===== config.mk =====
export PLATFORM = sky130hd
export DESIGN_NAME = multi_way_traffic_controller
export DESIGN_NICKNAME = d
export VERILOG_FILES = /design/src/rtl/multi_way_traffic_controller.sv
export SDC_FILE = /design/constraint.sdc
export NUM_CORES = 1
export LEC_CHECK = 0
export BUFFER_PORTS_ARGS = -buffer_cell sky130_fd_sc_hd__buf_4
export CORE_MARGIN = 2
export CORE_UTILIZATION = 50
export DETAILED_ROUTE_END_ITERATION = 7
export GPL_TIMING_DRIVEN = 0
export PLACE_DENSITY_LB_ADDON = 0.2
export SLEW_MARGIN = 10
export SYNTH_ARGS = -nofsm -noshare
export SYNTH_HDL_FRONTEND = slang
export SYNTH_SLANG_ARGS = --single-unit

===== constraint.sdc =====
create_clock -name clk -period 2.4 [get_ports clk]
set_clock_uncertainty 0.05 [all_clocks]
set_input_delay 0.36 -clock clk [delete_from_list [all_inputs] [get_ports clk]]
set_output_delay 0.36 -clock clk [all_outputs]
set_load 0.02 [all_outputs]

===== src/rtl/multi_way_traffic_controller.sv =====
// multi_way_traffic_controller: round-robin, demand-driven signal controller for NUM_ROADS approaches.
// Define TRAFFIC_ALLRED_EN to insert an all-red clearance phase between YELLOW and the next GREEN.
module multi_way_traffic_controller #(
  parameter int NUM_ROADS   = 3,
  parameter int GREEN_TIME  = 15,
  parameter int YELLOW_TIME = 10,
  parameter int ALLRED_TIME = 2,
  parameter int TW          = 8
) (
  input  logic                   clk,
  input  logic                   rst,
  input  logic [NUM_ROADS-1:0]   demand,
  output logic [3*NUM_ROADS-1:0] lights,
  output logic [2:0]             active_road,
  output logic [1:0]             phase
);
  typedef enum logic [1:0] {GREEN = 2'd0, YELLOW = 2'd1, ALLRED = 2'd2} phase_e;
  localparam logic [3*NUM_ROADS-1:0] RST_LIGHTS = {{(NUM_ROADS-1){3'b100}}, 3'b001};
  phase_e                 phase_q, phase_d;
  logic [TW-1:0]          timer_q, timer_d;
  logic [2:0]             road_q, road_d, nxt_road;
  logic [3*NUM_ROADS-1:0] lights_q, lights_d;
  logic [7:0]             dem8;
  logic                   any_other;
  logic [3:0]             s;
  assign dem8      = 8'(demand);
  assign any_other = |(dem8 & ~(8'd1 << road_q));
  // Descending search so the nearest road after road_q wins.
  always_comb begin
    s = 4'd0;
    nxt_road = (road_q == 3'(NUM_ROADS-1)) ? 3'd0 : road_q + 3'd1;
    for (int k = NUM_ROADS-1; k >= 1; k--) begin
      s = {1'b0, road_q} + 4'(k);
      s = (s >= 4'(NUM_ROADS)) ? s - 4'(NUM_ROADS) : s;
      if (dem8[s[2:0]]) nxt_road = s[2:0];
    end
  end
  always_comb begin
    phase_d = phase_q;
    road_d  = road_q;
    timer_d = timer_q + TW'(1);
    case (phase_q)
      GREEN: if (timer_q == TW'(GREEN_TIME-1)) begin
        timer_d = '0;
        phase_d = any_other ? YELLOW : GREEN;
      end
      YELLOW: if (timer_q == TW'(YELLOW_TIME-1)) begin
        timer_d = '0;
`ifdef TRAFFIC_ALLRED_EN
        phase_d = ALLRED;
`else
        phase_d = GREEN;
        road_d  = nxt_road;
`endif
      end
`ifdef TRAFFIC_ALLRED_EN
      ALLRED: if (timer_q == TW'(ALLRED_TIME-1)) begin
        timer_d = '0;
        phase_d = GREEN;
        road_d  = nxt_road;
      end
`endif
      default: begin
        timer_d = '0;
        phase_d = GREEN;
      end
    endcase
    lights_d = '0;
    for (int i = 0; i < NUM_ROADS; i++)
      lights_d[3*i +: 3] = (road_d != 3'(i)) ? 3'b100 :
                           (phase_d == GREEN) ? 3'b001 :
                           (phase_d == YELLOW) ? 3'b010 : 3'b100;
  end
  always_ff @(posedge clk) begin
    if (rst) begin
      phase_q  <= GREEN;
      timer_q  <= '0;
      road_q   <= 3'd0;
      lights_q <= RST_LIGHTS;
    end else begin
      phase_q  <= phase_d;
      timer_q  <= timer_d;
      road_q   <= road_d;
      lights_q <= lights_d;
    end
  end
  assign lights      = lights_q;
  assign active_road = road_q;
  assign phase       = phase_q;
endmodule


# Word-level counts from Yosys, hierarchy flattened

Cells that the tools add are included.

Bits in registers: 22
Input port bits: 5
Output and inout bits: 14
Word-level logic and storage cells: 55

$add $sub $neg: 6
Order comparisons: 4
Equality and inequality tests: 7
Shift operators: 1
Multiplexer cells: 21
Bitwise gates (word level): 2
Reductions and logical operators: 7

Operators by type and width:

| kind                | number |
|---|---|
| $mux 3              | 10 |
| $eq 8x4->1 const B  | 2 |
| $mux 8              | 2 |
| $pmux 8 s2          | 1 |
| $add 8x1->8 const B | 1 |
| $and 3x8->8         | 1 |
| $ge 4x2->1 const B  | 2 |
| $lt 3x4->1 const B  | 2 |
| $not 8->8           | 1 |
| $reduce_or 8->1     | 1 |
| $shl 1x3->8 const A | 1 |
| $bmux 1 s3          | 2 |
| $reduce_or 2->1     | 3 |
| $sub 3x2->3 const B | 2 |
| $add 3x1->4 const B | 1 |
| $add 3x2->4 const B | 1 |
| $eq 2x1->1 const B  | 2 |
| $logic_not 2->1     | 2 |
| $mux 2              | 2 |
| $pmux 2 s2          | 1 |
| $add 3x1->3 const B | 1 |
| $eq 3x2->1 const B  | 1 |
| $mux 1              | 3 |
| $ne 3x1->1 const B  | 1 |
| other kinds (2)     | 2 |

# Logic depth before layout (Yosys ltp)

Word-level depth: 11
Depth in mapped cells: 10
Gate-level depth less buffers: 9

# Worst setup path before layout

No wires, ideal clock.

Path type: reg2reg
Start point: register road_q[0], in the netlist active_road[0]
End point: register lights_q[5], in the netlist lights[5]
Library setup time: 0.120 ns
Data arrival time: 2.528 ns
Data required time: 2.230 ns
Slack: -0.298 ns
Cell stages (with the launch flop): 10
Buffers on the path: 1
Clock period less this slack: 2.698 ns
Path through: dfxtp_1 -> inv_1 -> ha_1 -> buf_2 -> mux2_1 -> nand4_1 -> nand4_2 -> o31ai_2 -> nand2_4 -> or2_1

Word-level cells in the longest chain between the ends: 11
Elaborated cells on any way between the ends: 32
Classes of those cells: add/sub (5); order compare (2); eq/ne (3); shift (1); mux (16); bitwise (2); reduce/logical (3)

RTL lines:

| what                                      | line | source |
|---|---|---|
| start: declaration                        | 21   | `logic [2:0] road_q, road_d, nxt_road;` |
| start signal: assignment                  | 83   | `road_q <= road_d;` |
| $add 3x2->4                               | 33   | `s = {1'b0, road_q} + 4'(k);` |
| $ge 4x2->1 or $sub 3x2->3 (tied branches) | 34   | `s = (s >= 4'(NUM_ROADS)) ? s - 4'(NUM_ROADS) : s;` |
| $mux 3                                    | 34   |  |
| $bmux 1 s3                                | 35   | `if (dem8[s[2:0]]) nxt_road = s[2:0];` |
| $mux 1 (not written as such)              | 35   |  |
| $mux 3 (2 in series)                      | 35   |  |
| $mux 3                                    | 47   | `YELLOW: if (timer_q == TW'(YELLOW_TIME-1)) begin` |
| $mux 3                                    | 42   | `case (phase_q)` |
| $ne 3x1->1                                | 70   | `lights_d[3*i +: 3] = (road_d != 3'(i)) ? 3'b100 :` |
| $reduce_or 2->1 (no source line)          | -    |  |
| end signal: assignment                    | 84   | `lights_q <= lights_d;` |
| end: declaration                          | 22   | `logic [3*NUM_ROADS-1:0] lights_q, lights_d;` |

Several ways; a longest one is shown, not always the timed one. The select of a mux whose other input is x is not followed.
A chain may end at the register's enable or synchronous reset.

# Final worst setup path

Ends and elaborated chain as after synthesis.

==> run summary <==
CP startpoint kind = flip-flop
routed vias/inst = 5.70
Final period util = 99.5%
Clock Latency Late Sink = 0.32 ns
Root Driver = clkbuf_4
Mapped Cells = 143
Die Area = 3030 um2
initial core utilization = 52.7%
Max Root-Sink Buffers = 2
clk sinks = 22
syn_nets = 157
Req. time, crit path = 2.58 ns
hold buffer count at CTS = 0
1st-pass router iterations = 4
Vias = 1191
Rows = 18
Die Ht = 55.1 um
number of synthesized flops with an enable pin = 0
endpoints failing setup = 0
RSZ-0062 raised after global routing = true
fraction of layout cells with a size suffix above 1 = 39.1%
Final Hold Vio Count = 0
Final Max Tran Viols = 0
Worst Path Buf+Inv = 2
Crit Path Max Fanout = 6
P&R area growth vs syn = 40.5%
Hold Path Stages = 2
Yosys top cell area share = 33.7%
largest area contributor in the netlist = dfxtp_1
CTS buffer count = 3
fin util = 74.0%
Setup crit start = active_road[0]$_SDFF_PP0_
gr usage total = 21.2%
CP arrival = 2.56 ns
Final HPWL DP = 2010 um
Clock H-tree levels = 1
n_diodes = 0
die width = 55.1 um
FF-to-FF path depth = 10
Synth top cells by count = 22 x dfxtp_1, 14 x nor2_1, 9 x ha_1, 8 x inv_1, 7 x nand3_1
reg2reg start = active_road[0]$_SDFF_PP0_
FF-to-FF setup slack = 0.01 ns
CTS tree = yes
crit path capture type = flip-flop
Yosys cell types = 51
CTS clk-pin slew, worst paths = 0.13 ns
RD Place Congestion = 0.848
Syn Area/Cell = 9.13 um2
max-cap violation count = 0
Avg WL per Cell = 15.0 um
most common cell in the netlist = dfxtp_1
DRT iter0 DRCs = 26
DR DRC count = 0
async set-reset flop share out of synthesis = 0%
top cells by area, synth = dfxtp_1 34%, ha_1 8.6%, nor2_1 4.0%
YS warnings = 0
final wirelength = 3130 um
Tightest Pin Transition = 0.529 ns
boundary pin count = 19
Peak VDD IR = 0.000492 V
headroom to the max-slew limit = 64.6%
Worst R2R End = lights[5]$_SDFF_PP1_
DP Worst Slack = -0.224 ns
PD cells = 382 nW/um2
pin count of the biggest net entering global routing = 14
nets = 194
Hold Crit Start = rst
port bufs = 17
slowest cell delay on critical path = 0.40 ns
core area = 2480 um2
CP delay by family, top = simple AND/OR/NAND/NOR gates
Max Fclk = 419 MHz
minimum clock period = 2.39 ns
setup TNS = 0 ns
slowest CP cell = dfxtp_4
Hold Path End = active_road[1]$_SDFF_PP0_
Cell Chain, Critical Path = inv_6 > ha_4 > xnor3_1 > buf_4 > a211o_2 > nand4_4 > o32a_4 > and2b_4 > nand2_4 > or2_1
cell area after synthesis = 1310 um2
static leakage = 0.751 nW
GRT overflow = 0
Seq/Total Area, Yosys = 33.7%
antenna-violating nets left = 0
ys flop type = dfxtp_1
critical path type = flip-flop to flip-flop
status = finished clean
vias in the first global route = 1035
worst hold path type = input port to flip-flop
initial antenna violation count = 0
Setup WS post-layout = 0.0109 ns
FF+latch count, synth = 22
global-route wire length before repair = 4600 um
cell families after synthesis:
group / Yosys count / synth area share (%)
simple gates: 60 / 29.0
compound gates: 28 / 15.9
mux: 2 / 1.63
other cells: 1 / 0.287
xor+xnor: 9 / 7.10
flops: 22 / 33.7
fa+ha+maj: 9 / 8.63
buf+inv: 12 / 3.74
what timing repair did:
item                       CTS  global route
resized for setup           15            13
hold endpoints to repair     0             0
buffers inserted             9             6
gates cloned                 1             0
setup endpoints to repair   10            10
pin swaps                    9             6
flip-flops by register name (all words and copies together) (netlist names):
name	count
lights	9
active_road	3
phase	2
timer_q	8
where the power goes:
part	leakage (nW)	switching [W]	internal [W]
sequential	0.180	0.00000365	0.000364
clock	0.0279	0.000113	0.000169
combinational	0.543	0.0000281	0.0000211
total	0.751	0.000145	0.000555
metal layers:
metal | wire length, um | vias up | global-route usage, %
li1 | - | 585 | -
met5 | 0 | - | 0
met3 | 116 | 8 | 4.84
met1 | 1430 | 570 | 27.5
met2 | 1520 | 28 | 35.3
met4 | 59 | 0 | 5.69
final cells by class:
type                            count  area (um2)
Clock buffer                        3        22.5
Multi-Input combinational cell    110         988
Fill cell                         190         644
Inverter                            8        41.3
Sequential cell                    22         452
Buffer                              3        13.8
Tap cell                           30        37.5
Timing Repair Buffer               32         248
Clock inverter                      1        30.0
placed cells by master, fill, tap and decap left out, drive strengths merged, types with 2 or more instances in the layout:
master	synthesis	routed
a21oi	3	3
xor2	5	5
nand3	7	7
a211o	2	2
nor3b	5	5
nor2	14	14
buf	4	35
nor2b	5	5
and4b	3	3
dfxtp	22	22
nand2b	2	2
and3	3	3
clkbuf	0	3
a31oi	5	6
ha	9	9
a21o	2	2
inv	8	7
nand4	3	3
nand2	7	7
xnor2	3	3
o21ai	7	7
a41o	2	2
worst reg2reg max path, stage by stage, from the launching register on:
cell	delay (ns)
dfxtp_4	0.40
inv_6	0.06
ha_4	0.17
xnor3_1	0.37
buf_4	0.16
a211o_2	0.29
nand4_4	0.15
o32a_4	0.18
and2b_4	0.18
nand2_4	0.06
or2_1	0.22
how the worst max path moves through the flow:
stage	depth (start not counted)	slack [ns]	to
4_1_cts	9	0.01	lights[7]$_SDFF_PP0_
5_1_grt	9	-0.06	lights[7]$_SDFF_PP0_
3_3_place_gp	9	-0.11	lights[6]$_SDFF_PP0_
3_5_place_dp	9	-0.22	lights[6]$_SDFF_PP0_
6_report	10	0.01	lights[5]$_SDFF_PP1_
2_1_floorplan	9	0.008	lights[7]$_SDFF_PP0_
metrics by stage:
stage                     instances  total power [W]  area [um2]  hold slack [ns]
after floorplan                 143         0.000405        1360            0.414
after global placement          190         0.000417        1530            0.445
after detailed placement        190         0.000419        1530            0.457
after CTS                       203         0.000701        1730            0.303
after global routing            209         0.000721        1830            0.313
final                           209         0.000700        1830            0.304
No activity file was read; power rests on OpenSTA's default activity.
